--- src/rtl/uart_cmd_decoder.sv ---
// Line-command decoder: collects UART bytes, executes ONn/OFn/TGn/STATUS on newline,
// and streams an ASCII reply over valid/ready. Define UART_CMD_CASE_FOLD_EN to accept lowercase.
module uart_cmd_decoder #(
    parameter int NUM_CH  = 8,
    parameter int MAX_LEN = 8
) (
    input  logic              i_Clock,
    input  logic              i_Rst,
    input  logic              i_RX_DV,
    input  logic [7:0]        i_RX_Byte,
    input  logic [7:0]        i_Sensor,
    output logic              o_TX_Valid,
    output logic [7:0]        o_TX_Byte,
    input  logic              i_TX_Ready,
    output logic [NUM_CH-1:0] o_LEDs,
    output logic              o_Cmd_Err
);
    localparam int LEN_W = $clog2(MAX_LEN + 1);

    typedef enum logic [1:0] {COLLECT, EXEC, RESP} state_t;
    typedef enum logic [1:0] {REP_OK, REP_ER, REP_STATUS} reply_t;

    state_t           state;
    reply_t           reply_kind;
    logic [7:0]       buffer [MAX_LEN];
    logic [LEN_W-1:0] len;
    logic             ovf;
    logic             drop;
    logic [2:0]       resp_idx;
    logic [7:0]       sensor_q;

    function automatic logic [7:0] hex_char(input logic [3:0] n);
        return (n < 4'd10) ? 8'(8'h30 + n) : 8'(8'h37 + n);
    endfunction

    function automatic logic [7:0] reply_byte(input reply_t kind, input logic [2:0] idx,
                                              input logic [7:0] sensor, input logic [7:0] leds);
        logic [7:0] b;
        b = 8'h0A;
        case (kind)
            REP_OK:  if (idx == 3'd0) b = "O"; else if (idx == 3'd1) b = "K";
            REP_ER:  if (idx == 3'd0) b = "E"; else if (idx == 3'd1) b = "R";
            default: begin
                case (idx)
                    3'd0:    b = "S";
                    3'd1:    b = "=";
                    3'd2:    b = hex_char(sensor[7:4]);
                    3'd3:    b = hex_char(sensor[3:0]);
                    3'd4:    b = ",";
                    3'd5:    b = hex_char(leds[7:4]);
                    3'd6:    b = hex_char(leds[3:0]);
                    default: b = 8'h0A;
                endcase
            end
        endcase
        return b;
    endfunction

    logic [7:0] rx_char;
    logic [7:0] leds8;
    logic       collect_wr;
    logic [2:0] last_idx;

    always_comb begin
`ifdef UART_CMD_CASE_FOLD_EN
        rx_char = (i_RX_Byte >= 8'h61 && i_RX_Byte <= 8'h7A) ? (i_RX_Byte - 8'h20) : i_RX_Byte;
`else
        rx_char = i_RX_Byte;
`endif
        leds8 = '0;
        leds8[NUM_CH-1:0] = o_LEDs;
        collect_wr = (state == COLLECT) && i_RX_DV && (i_RX_Byte != 8'h0D)
                     && (i_RX_Byte != 8'h0A) && (len < LEN_W'(MAX_LEN));
        last_idx = (reply_kind == REP_STATUS) ? 3'd7 : 3'd2;
    end

    // Decode of the buffered line; only meaningful while state == EXEC.
    logic [NUM_CH-1:0] digit_mask;
    logic [NUM_CH-1:0] dec_leds;
    reply_t            dec_kind;
    logic              is_len3, is_on, is_of, is_tg, is_status;

    always_comb begin
        digit_mask = '0;
        for (int i = 0; i < NUM_CH; i++) digit_mask[i] = (buffer[2] == 8'(8'h31 + i));
        is_len3   = (len == LEN_W'(3));
        is_on     = is_len3 && buffer[0] == "O" && buffer[1] == "N";
        is_of     = is_len3 && buffer[0] == "O" && buffer[1] == "F";
        is_tg     = is_len3 && buffer[0] == "T" && buffer[1] == "G";
        is_status = (len == LEN_W'(6)) &&
                    ({buffer[0], buffer[1], buffer[2], buffer[3], buffer[4], buffer[5]} == "STATUS");
        dec_kind  = REP_ER;
        dec_leds  = o_LEDs;
        if (!ovf && !drop) begin
            if ((is_on || is_of || is_tg) && (|digit_mask)) begin
                dec_kind = REP_OK;
                if (is_on)      dec_leds = o_LEDs | digit_mask;
                else if (is_of) dec_leds = o_LEDs & ~digit_mask;
                else            dec_leds = o_LEDs ^ digit_mask;
            end else if (is_status) begin
                dec_kind = REP_STATUS;
            end
        end
    end

    // NOTE: the line buffer is plain storage gated by len, so it has no reset.
    always_ff @(posedge i_Clock) begin
        for (int i = 0; i < MAX_LEN; i++)
            if (collect_wr && len == LEN_W'(i)) buffer[i] <= rx_char;
    end

    always_ff @(posedge i_Clock) begin
        if (i_Rst) begin
            state      <= COLLECT;
            reply_kind <= REP_OK;
            len        <= '0;
            ovf        <= 1'b0;
            drop       <= 1'b0;
            resp_idx   <= '0;
            sensor_q   <= '0;
            o_LEDs     <= '0;
            o_TX_Valid <= 1'b0;
            o_TX_Byte  <= 8'h00;
            o_Cmd_Err  <= 1'b0;
        end else begin
            o_Cmd_Err <= 1'b0;
            case (state)
                COLLECT: begin
                    if (i_RX_DV && i_RX_Byte == 8'h0A) begin
                        if (len != '0) state <= EXEC;
                    end else if (i_RX_DV && i_RX_Byte != 8'h0D) begin
                        if (collect_wr) len <= len + 1'b1;
                        else            ovf <= 1'b1;
                    end
                end
                EXEC: begin
                    o_LEDs     <= dec_leds;
                    o_Cmd_Err  <= (dec_kind == REP_ER);
                    reply_kind <= dec_kind;
                    sensor_q   <= i_Sensor;
                    resp_idx   <= '0;
                    o_TX_Valid <= 1'b1;
                    o_TX_Byte  <= reply_byte(dec_kind, 3'd0, i_Sensor, leds8);
                    len        <= '0;
                    ovf        <= 1'b0;
                    drop       <= i_RX_DV;  // a byte landing here still poisons the next line
                    state      <= RESP;
                end
                default: begin
                    if (i_RX_DV) drop <= 1'b1;
                    if (o_TX_Valid && i_TX_Ready) begin
                        if (resp_idx == last_idx) begin
                            o_TX_Valid <= 1'b0;
                            state      <= COLLECT;
                        end else begin
                            resp_idx  <= resp_idx + 3'd1;
                            o_TX_Byte <= reply_byte(reply_kind, resp_idx + 3'd1, sensor_q, leds8);
                        end
                    end
                end
            endcase
        end
    end
endmodule

--- config.mk ---
export PLATFORM = sky130hd
export DESIGN_NAME = uart_cmd_decoder
export DESIGN_NICKNAME = d
export VERILOG_FILES = /design/src/rtl/uart_cmd_decoder.sv
export SDC_FILE = /design/constraint.sdc
export NUM_CORES = 1
export LEC_CHECK = 0
export CELL_PAD_IN_SITES_DETAIL_PLACEMENT = 2
export CELL_PAD_IN_SITES_GLOBAL_PLACEMENT = 2
export CORE_MARGIN = 2
export CORE_UTILIZATION = 40
export DETAILED_ROUTE_END_ITERATION = 12
export PLACE_DENSITY = 0.9
export SLEW_MARGIN = 20
export SYNTH_ARGS = -nofsm -noshare
export SYNTH_HDL_FRONTEND = slang
export SYNTH_SLANG_ARGS = --single-unit
export TNS_END_PERCENT = 10
--- constraint.sdc ---
create_clock -name i_Clock -period 4.6 [get_ports i_Clock]
set_input_delay 0.69 -clock i_Clock [delete_from_list [all_inputs] [get_ports i_Clock]]
set_output_delay 0.69 -clock i_Clock [all_outputs]
set_load 0.03 [all_outputs]
==> results of run 1 <==
==> flip-flops by register name, indices dropped and copies added (netlist names) <==
register    count
buffer         48
drop            1
len             4
o_Cmd_Err       1
o_LEDs          8
o_TX_Byte       7
o_TX_Valid      1
ovf             1
reply_kind      2
resp_idx        3
sensor_q        8
state           2
==> metrics by stage <==
step                setup slack [ps]  hold WS, ps  cells
floorplan                       2240          436    454
global placement                1400          449    616
detailed placement              1060          451    616
CTS                             1400          460    631
global route                    1290          497    631
finish                          1350          459    631
==> kinds of logic (layout without fill, tap and decap cells) <==
family,Yosys count,count (layout),synth area share [%]
simple gates,173,173,20.9
xor+xnor,10,10,2.10
mux,11,11,2.43
buf+inv,42,79,4.02
flops,86,86,48.5
other cells,1,1,0.0826
fa+ha+maj,29,29,7.99
compound gates,102,102,14.0
==> power groups by stage <==
stage | clock network, mW | logic (mW) | registers, mW
2_1_floorplan | 0 | 0.0341 | 0.850
3_3_place_gp | 0 | 0.0660 | 0.855
3_5_place_dp | 0 | 0.0728 | 0.858
4_1_cts | 0.732 | 0.0742 | 0.842
5_1_grt | 0.761 | 0.0795 | 0.843
6_report | 0.722 | 0.0743 | 0.843
==> cell usage in the layout, fill, tap and decap left out, types with 3 or more instances in the layout <==
master	synthesis	final
o21a_1	3	3
dfxtp_1	38	38
nor2b_1	9	8
or2_2	3	3
nor4b_1	7	7
nor3_1	10	10
nand3_1	11	11
nand2_1	53	53
edfxtp_1	48	48
nor3b_1	4	4
a211oi_1	7	7
a21oi_1	35	34
a31oi_1	4	4
o22ai_1	3	3
a21oi_2	2	3
nand4_1	4	4
mux2i_1	11	11
clkbuf_16	0	9
inv_1	27	27
xnor2_1	8	8
and3_1	5	5
a41oi_1	5	5
nor4bb_1	3	3
nor2_1	37	37
nand2b_1	7	7
o21ai_0	16	16
ha_1	29	29
o21ai_1	11	11
clkdlybuf4s50_1	0	36
==> final timing paths <==
path | start | end | slack, ps | cells after the start
setup / recovery | i_RX_Byte[2] | buffer[3][0]$_DFFE_PP_ | 1350 | 6
hold reg to reg | sensor_q[4]$_SDFFE_PP0P_ | sensor_q[4]$_SDFFE_PP0P_ | 460 | 2
hold / removal | sensor_q[4]$_SDFFE_PP0P_ | sensor_q[4]$_SDFFE_PP0P_ | 460 | 2
setup reg to reg | resp_idx[1]$_SDFFE_PP0P_ | o_TX_Byte[1]$_SDFFE_PP0P_ | 1860 | 7
==> Yosys cell counts, drive strengths merged (2+ instances only) <==
cell / number
a211oi: 7
a21oi: 37
a311oi: 2
a31oi: 4
a41oi: 5
and2: 2
and3: 6
and3b: 3
and4b: 2
buf: 6
clkbuf: 9
dfxtp: 38
edfxtp: 48
ha: 29
inv: 27
mux2i: 11
nand2: 54
nand2b: 8
nand3: 12
nand4: 4
nor2: 37
nor2b: 9
nor3: 11
nor3b: 4
nor4b: 7
nor4bb: 3
o2111ai: 2
o211ai: 3
o21a: 3
o21ai: 27
o22ai: 3
o32ai: 2
or2: 3
xnor2: 8
xor2: 2
==> routing by layer <==
layer / part of all wire [%] / vias up / track usage, %
met5: 0 / - / 0
met2: 52 / 95 / 46.5
li1: - / 1696 / -
met4: 3.8 / 0 / 13.2
met3: 3.4 / 41 / 3.73
met1: 41 / 1887 / 31.0
==> layout make-up <==
type                       count  area [um^2]
tap                          140          175
clock buffer                  11          233
timing repair buffer          37          368
multi-input combinational    326         2160
inverter                      27          101
fill                        1127         5650
clock inverter                 4         48.8
sequential                    86         2200
==> worst max-delay path, stage by stage <==
cell,delay [ps]
clkdlybuf4s50_1,660
and3b_1,300
o2111ai_1,290
and4_1,490
nand2_1,140
nor2_1,640
==> flow_metrics.env, run 1 <==
export IMPL_clkTransAtPathRegs_ps=60
export IMPL_p_clk_share_pct=44.0
export IMPL_synth_warnings=0
export IMPL_synthCells=454
export IMPL_grt_pass1_wl_um=24600
export IMPL_setup_viol=0
export IMPL_critical_path_class="primary input to register"
export IMPL_final_hold_violation_count=0
export IMPL_syn2layout_area_growth_pct=16.5
export IMPL_min_period_ps=3250
export IMPL_synth_cell_type_count=64
export IMPL_drt_first_pass_iters=4
export IMPL_grt_max_degree=20
export IMPL_nNetsFinal=536
export IMPL_postCtsSetupBuffers=0
export IMPL_seq_area_frac_synth_pct=48.5
export IMPL_status="finished, final reports clean"
export IMPL_cts_tree="done"
export IMPL_power_net_switching_uw=364
export IMPL_io_pins=38
export IMPL_slew_viol_final=0
export IMPL_pwr_share_seq_pct=51.4
export IMPL_synth_area_per_cell_um2=10.0
export IMPL_dieWidth_um=111
export IMPL_cts_num_sinks=86
export IMPL_p_int_mw=1.27
export IMPL_die_area_um2=12200
export IMPL_synth_top_area_share_pct=31.8
export IMPL_drt_wl_total_um=15700
export IMPL_clock_path_buffers=2
export IMPL_antennaDiodeCount=0
export IMPL_ys_ff_latch=86
export IMPL_p_leak_nw=1.80
export IMPL_die_y_um=111
export IMPL_irDropWorstVdd_mv=0.166
export IMPL_initial_utilization_pct=41.5
export IMPL_drv_cap=0
export IMPL_synthFlopType="edfxtp_1"
export IMPL_pwr_density_cell_nw_per_um2=310
export IMPL_fin_tns_setup_ps=0
export IMPL_drc=0
export IMPL_yosysTopAreaCell="edfxtp_1"
export IMPL_dpl_cell_area_um2=5000
export IMPL_cts_buffers=9
export IMPL_final_layout_size_suffix_gt1_share_pct=7.54
export IMPL_drt_iter0_markers=259
export IMPL_arrival_ps=3220
export IMPL_routabilityCongestion=0.808
export IMPL_relSlewSlack_pct=39.2
export IMPL_dpl_hpwl_um=11000
export IMPL_worst_pin_slew_ps=912
export IMPL_cts_root_buf="clkbuf_16"
export IMPL_grt_util_all_layers_pct=26.3
export IMPL_post_route_period_util_pct=70.6
export IMPL_rsz0062_at_grt="no"
export IMPL_ys_async_sr_fraction_pct=0
export IMPL_crit_fanout=9
export IMPL_crit_path_end_kind="register"
export IMPL_globalRouteOverflowTotal=0
export IMPL_clk_latency_ps=340
export IMPL_num_vias=3719
export IMPL_antenna_found_initial=0
export IMPL_routed_via_density=5.89
export IMPL_num_rows=38
export IMPL_hold_class="register to register"
export IMPL_power_switching_share_pct=22.2
export IMPL_ctsHtreeMaxLevel=3
export IMPL_core_area_um2=10900
export IMPL_drtAntennaViolNets=0
export IMPL_cts_hold_buf=0
export IMPL_grt_pass1_vias=4150
export IMPL_syn_nets=503
export IMPL_max_freq_mhz=308
export IMPL_worstSetupStartpointType="primary input"
export IMPL_synth_edf_count=48
export IMPL_io_buffers=36
export IMPL_final_util_pct=48.4
export IMPL_power_mw=1.64
export IMPL_cts_resized=0
export IMPL_synth_area_top_cells="edfxtp_1 32%, dfxtp_1 17%, ha_1 8.0%"
export IMPL_syn_area_um2=4540
export IMPL_final_area_um2=5290
export IMPL_comb_power_share_pct=4.5
export IMPL_routedWlPerCell_um=24.8
export IMPL_worstPathRequired_ps=4570
export IMPL_skew_ps=4.95
Note: power is estimated with default switching activity, not from simulation.
==> run 2: changes to the inputs <==
- CORE_UTILIZATION: 40 -> 38
- PLACE_DENSITY: 0.9 -> 0.86
- clock period: 4.6 -> 3.1 ns (I/O delays scaled with it)
==> flow_metrics.env, run 2 (synthesis gave the netlist of run 1 again) <==
export IMPL_final_hold_violation_count=0
export IMPL_max_freq_mhz=380
export IMPL_clock_path_buffers=2
export IMPL_layout_common_cells="53 x nand2_1, 48 x edfxtp_1, 38 x dfxtp_1, 37 x nor2_1, 36 x clkdlybuf4s50_1"
export IMPL_critical_path_class="primary input to register"
export IMPL_syn2layout_area_growth_pct=19.2
export IMPL_rsz0062_at_grt="no"
export IMPL_drt_first_pass_iters=4
export IMPL_setup_viol=0
export IMPL_num_rows=39
export IMPL_relSlewSlack_pct=46.7
export IMPL_regMostFlops="buffer"
export IMPL_dp_cells=628
export IMPL_pwr_density_cell_nw_per_um2=489
export IMPL_power_mw=2.64
export IMPL_grt_pass1_vias=4167
export IMPL_final_area_um2=5410
export IMPL_cts_root_buf="clkbuf_16"
export IMPL_final_common_cell="nand2_1"
export IMPL_post_route_period_util_pct=85.0
export IMPL_grt_util_all_layers_pct=25.7
export IMPL_dieWidth_um=113
export IMPL_nNetsFinal=545
export IMPL_routed_via_density=5.84
export IMPL_drc=0
export IMPL_worst_pin_slew_ps=799
export IMPL_min_period_ps=2630
export IMPL_crit_fanout=9
export IMPL_irDropWorstVdd_mv=0.299
export IMPL_dpl_hpwl_um=11200
export IMPL_die_area_um2=12800
export IMPL_crit_path_end_kind="register"
export IMPL_final_cells=644
export IMPL_cp_buffers_inverters=1
export IMPL_crit_slowest_cell="clkdlybuf4s50_1"
export IMPL_status="finished, final reports clean"
export IMPL_io_buffers=36
export IMPL_cts_hold_buf=0
export IMPL_path_cells="clkdlybuf4s50_1 > and3b_1 > o2111ai_1 > and4_1 > and3_1"
export IMPL_reg_top3="buffer (48), o_LEDs (8), sensor_q (8)"
export IMPL_crit_family="simple AND/OR/NAND/NOR gates"
export IMPL_worstPathRequired_ps=3090
export IMPL_fin_tns_setup_ps=0
export IMPL_slew_viol_final=0
export IMPL_slowest_delay_ps=600
export IMPL_io_pins=38
export IMPL_drt_iter0_markers=228
export IMPL_antennaDiodeCount=0
export IMPL_hold_class="register to register"
export IMPL_globalRouteOverflowTotal=0
export IMPL_drv_cap=0
export IMPL_skew_ps=7.53
export IMPL_p_leak_nw=1.87
export IMPL_die_y_um=113
export IMPL_drtAntennaViolNets=0
export IMPL_routabilityCongestion=0.813
export IMPL_grt_max_degree=19
export IMPL_cts_buffers=9
export IMPL_cts_num_sinks=86
export IMPL_grt_pass1_wl_um=24700
export IMPL_dpl_cell_area_um2=5070
export IMPL_clk_latency_ps=350
export IMPL_hold_ws_ps=475
export IMPL_routedWlPerCell_um=24.5
export IMPL_ctsHtreeMaxLevel=3
export IMPL_cts_tree="done"
export IMPL_initial_utilization_pct=39.4
export IMPL_drt_wl_total_um=15700
export IMPL_num_vias=3759
export IMPL_worstSetupStartpointType="primary input"
export IMPL_postCtsSetupBuffers=0
export IMPL_cts_resized=0
export IMPL_antenna_found_initial=0
export IMPL_largest_reg_flops=48
export IMPL_core_area_um2=11500
export IMPL_arrival_ps=2630
export IMPL_final_layout_size_suffix_gt1_share_pct=8.98
export IMPL_clkTransAtPathRegs_ps=60
## run 2: cell count changes in the layout (fill, tap and decap cells not counted), sizes merged
cell,delta
buf,+9
clkinv,-3
bufinv,+2
clkinvlp,+1
inv,+1
## run 2: metal layers
metal | part of all wire [%] | vias up | track usage, %
met1 | 42 | 1901 | 31.4
met5 | 0 | - | 0
met4 | 3.1 | 0 | 10.3
met2 | 51 | 98 | 45.6
met3 | 3.9 | 36 | 3.59
li1 | - | 1724 | -
## run 2: worst paths after layout
path,slack [ps],end,cells after the start,from
max,470,buffer[1][0]$_DFFE_PP_,5,i_RX_Byte[0]
min,480,sensor_q[4]$_SDFFE_PP0P_,2,sensor_q[4]$_SDFFE_PP0P_
min reg2reg,480,sensor_q[4]$_SDFFE_PP0P_,2,sensor_q[4]$_SDFFE_PP0P_
max reg2reg,480,o_TX_Byte[6]$_SDFFE_PP0P_,7,resp_idx[0]$_SDFFE_PP0P_
## run 2: power by group
part	total [mW]	switching [mW]	internal [mW]	leakage, nW
Clock	1.28	0.487	0.792	0.160
Sequential	1.25	0.0198	1.23	0.744
Combinational	0.116	0.0690	0.0471	0.966
Total	2.64	0.576	2.07	1.87
## run 2: tightest hold or removal path: cells and delay by family (launching register included)
kind | cells | cell delay, ps
and+or+nand+nor | 1 | 60
AOI/OAI and AO/OA | 1 | 60
DFF | 1 | 310
## run 2: cell type report
type	instances	area, um^2
fill	1219	6100
clock inverter	5	106
sequential	86	2200
tap	143	179
multi-input combinational	326	2150
inverter	27	101
clock buffer	11	233
timing repair buffer	46	435
## run 2: stage by stage
step	utilization [%]	setup WS, ps
after global placement	44.0	390
after detailed placement	44.0	106
after global routing	47.0	286
after floorplan	-	965
after CTS	47.0	465
final	47.0	466
==> run 3: changes to the inputs <==
- CORE_UTILIZATION: 38 -> 34
- PLACE_DENSITY: 0.86 -> 0.82
- clock period: 3.1 -> 2.2 ns (I/O delays scaled with it)
==> flow_metrics.env, run 3 (synthesis gave the netlist of run 1 again) <==
export IMPL_use_met2_pct=42.9
export IMPL_r2r_start="buffer[1][5]$_DFFE_PP_"
export IMPL_register_area_um2=2200
export IMPL_ff2ff_setup_slack_ps=100
export IMPL_routed_via_density=5.50
export IMPL_final_layout_size_suffix_gt1_share_pct=13.9
export IMPL_die_area_um2=14300
export IMPL_die_y_um=120
export IMPL_antenna_found_initial=0
export IMPL_dieWidth_um=120
export IMPL_num_rows=42
export IMPL_worstSetupStartpointType="primary input"
export IMPL_cts_num_sinks=86
export IMPL_drv_cap=0
export IMPL_crit_fanout=8
export IMPL_regMostFlops="buffer"
export IMPL_worstPathRequired_ps=2250
export IMPL_reg_top3="buffer (48), o_LEDs (8), sensor_q (8)"
export IMPL_drtAntennaViolNets=0
export IMPL_routabilityCongestion=0.830
export IMPL_critical_path_class="primary input to register"
export IMPL_met3_usage_pct=2.80
export IMPL_place_worst_setup_slack_ps=-273
export IMPL_dpl_hpwl_um=11700
export IMPL_grt_pass1_wl_um=25100
export IMPL_setup_viol=0
export IMPL_hold_class="register to register"
export IMPL_relSlewSlack_pct=64.9
export IMPL_cts_buffers=9
export IMPL_worstRegToRegCells=6
export IMPL_cp_buffers_inverters=2
export IMPL_min_from="sensor_q[4]$_SDFFE_PP0P_"
export IMPL_num_vias=3859
export IMPL_path_cells="clkdlybuf4s50_1 > and3b_1 > o2111ai_1 > and4_1 > and3_1 > buf_4"
export IMPL_worstHoldEndpoint="sensor_q[4]$_SDFFE_PP0P_"
export IMPL_globalRouteOverflowTotal=0
export IMPL_grt_pass1_vias=4397
export IMPL_status="finished, final reports clean"
export IMPL_drc=0
export IMPL_clk_latency_ps=350
export IMPL_dpl_cell_area_um2=5310
export IMPL_hold_ws_ps=490
export IMPL_grt_max_degree=19
export IMPL_holdPathStages=2
export IMPL_final_common_cell="nand2_1"
export IMPL_ctsHtreeMaxLevel=3
export IMPL_initial_utilization_pct=34.6
export IMPL_grt_busiest_layer="met2"
export IMPL_crit_slowest_cell="clkdlybuf4s50_1"
export IMPL_pwr_density_cell_nw_per_um2=660
export IMPL_min_period_ps=2140
export IMPL_io_buffers=36
export IMPL_max_freq_mhz=467
export IMPL_antennaDiodeCount=0
export IMPL_core_area_um2=13100
export IMPL_cts_hold_buf=0
export IMPL_worst_pin_slew_ps=526
export IMPL_io_pins=38
export IMPL_cts_tree="done"
export IMPL_drt_iter0_markers=212
export IMPL_slew_viol_final=0
export IMPL_layout_common_cells="52 x nand2_1, 48 x edfxtp_1, 38 x dfxtp_1, 37 x nor2_1, 36 x clkdlybuf4s50_1"
export IMPL_drt_first_pass_iters=4
export IMPL_post_route_period_util_pct=97.3
export IMPL_drt_wl_total_um=16000
export IMPL_setup_ws_ps=59.7
export IMPL_syn2layout_area_growth_pct=24.9
export IMPL_largest_reg_flops=48
export IMPL_arrival_ps=2190
export IMPL_nFillCells=1415
export IMPL_clkTransAtPathRegs_ps=60
export IMPL_clock_path_buffers=2
export IMPL_skew_ps=13.3
export IMPL_routedWlPerCell_um=22.8
export IMPL_power_mw=3.74
export IMPL_timing_rr_end="o_LEDs[0]$_SDFFE_PP0P_"
export IMPL_crit_family="simple AND/OR/NAND/NOR gates"
export IMPL_grt_util_all_layers_pct=23.3
export IMPL_p_leak_nw=2.00
export IMPL_multiInputGateArea_um2=2170
export IMPL_final_hold_violation_count=0
export IMPL_cts_root_buf="clkbuf_16"
export IMPL_slowest_delay_ps=560
export IMPL_nNetsFinal=570
export IMPL_crit_path_end_kind="register"
export IMPL_grtUsageMet1_pct=27.4
export IMPL_final_area_um2=5670
export IMPL_rsz0062_at_grt="no"
export IMPL_irDropWorstVdd_mv=0.418
run 3: area by class of cell:
type / count / area share [%]
Sequential cell: 86 / 38.9
Multi-Input combinational cell: 326 / 38.3
Inverter: 27 / 1.79
Timing Repair Buffer: 71 / 11.2
Clock inverter: 5 / 1.90
Clock buffer: 11 / 4.11
Tap cell: 176 / 3.89
run 3: worst max-delay path by stage:
stage / start / to / slack [ps] / cells after the start
after floorplan: i_RX_Byte[0] / buffer[3][0]$_DFFE_PP_ / 200 / 6
after global placement: i_RX_Byte[1] / buffer[3][7]$_DFFE_PP_ / -100 / 7
after detailed placement: i_RX_Byte[1] / buffer[0][7]$_DFFE_PP_ / -270 / 6
after CTS: buffer[2][3]$_DFFE_PP_ / o_TX_Byte[2]$_SDFFE_PP0P_ / 6 / 7
after global routing: buffer[2][7]$_DFFE_PP_ / o_LEDs[2]$_SDFFE_PP0P_ / 20 / 7
final: i_RX_Byte[1] / buffer[0][7]$_DFFE_PP_ / 60 / 6
run 3: stage by stage:
stage                     cells  setup TNS, ps  util, %
final                       702              0     43.1
after global routing        702              0     43.1
after CTS                   702              0     43.1
after detailed placement    686         -12180     40.4
after global placement      686          -4070     40.4
after floorplan             454              0        -
run 3: routing by layer:
| layer | share of wire [%] | vias up |
|---|---|---|
| met3 | 2.7 | 31 |
| met1 | 40 | 1973 |
| met5 | 0 | - |
| met2 | 54 | 85 |
| met4 | 3.2 | 0 |
| li1 | - | 1770 |
run 3: timing repair:
item,in CTS,in global routing
setup buffers,0,0
endpoints found under the setup margin,1,10
endpoints found under the hold margin,0,0
gates resized for setup,1,2
gates cloned,0,0
pin swaps,0,0
run 3: where the power goes:
group | internal (mW) | total [mW] | switching [mW]
registers | 1.73 | 1.76 | 0.0250
logic | 0.0795 | 0.185 | 0.105
clock network | 1.12 | 1.80 | 0.679
total | 2.93 | 3.74 | 0.810
run 3: worst reg2reg max path, stage by stage, from the launching register on:
cell and delay (ps):
edfxtp_1 380, or4b_4 570, nor4_4 270, o2111a_2 350, a21oi_2 180, nand2_1 150
o21ai_1 80
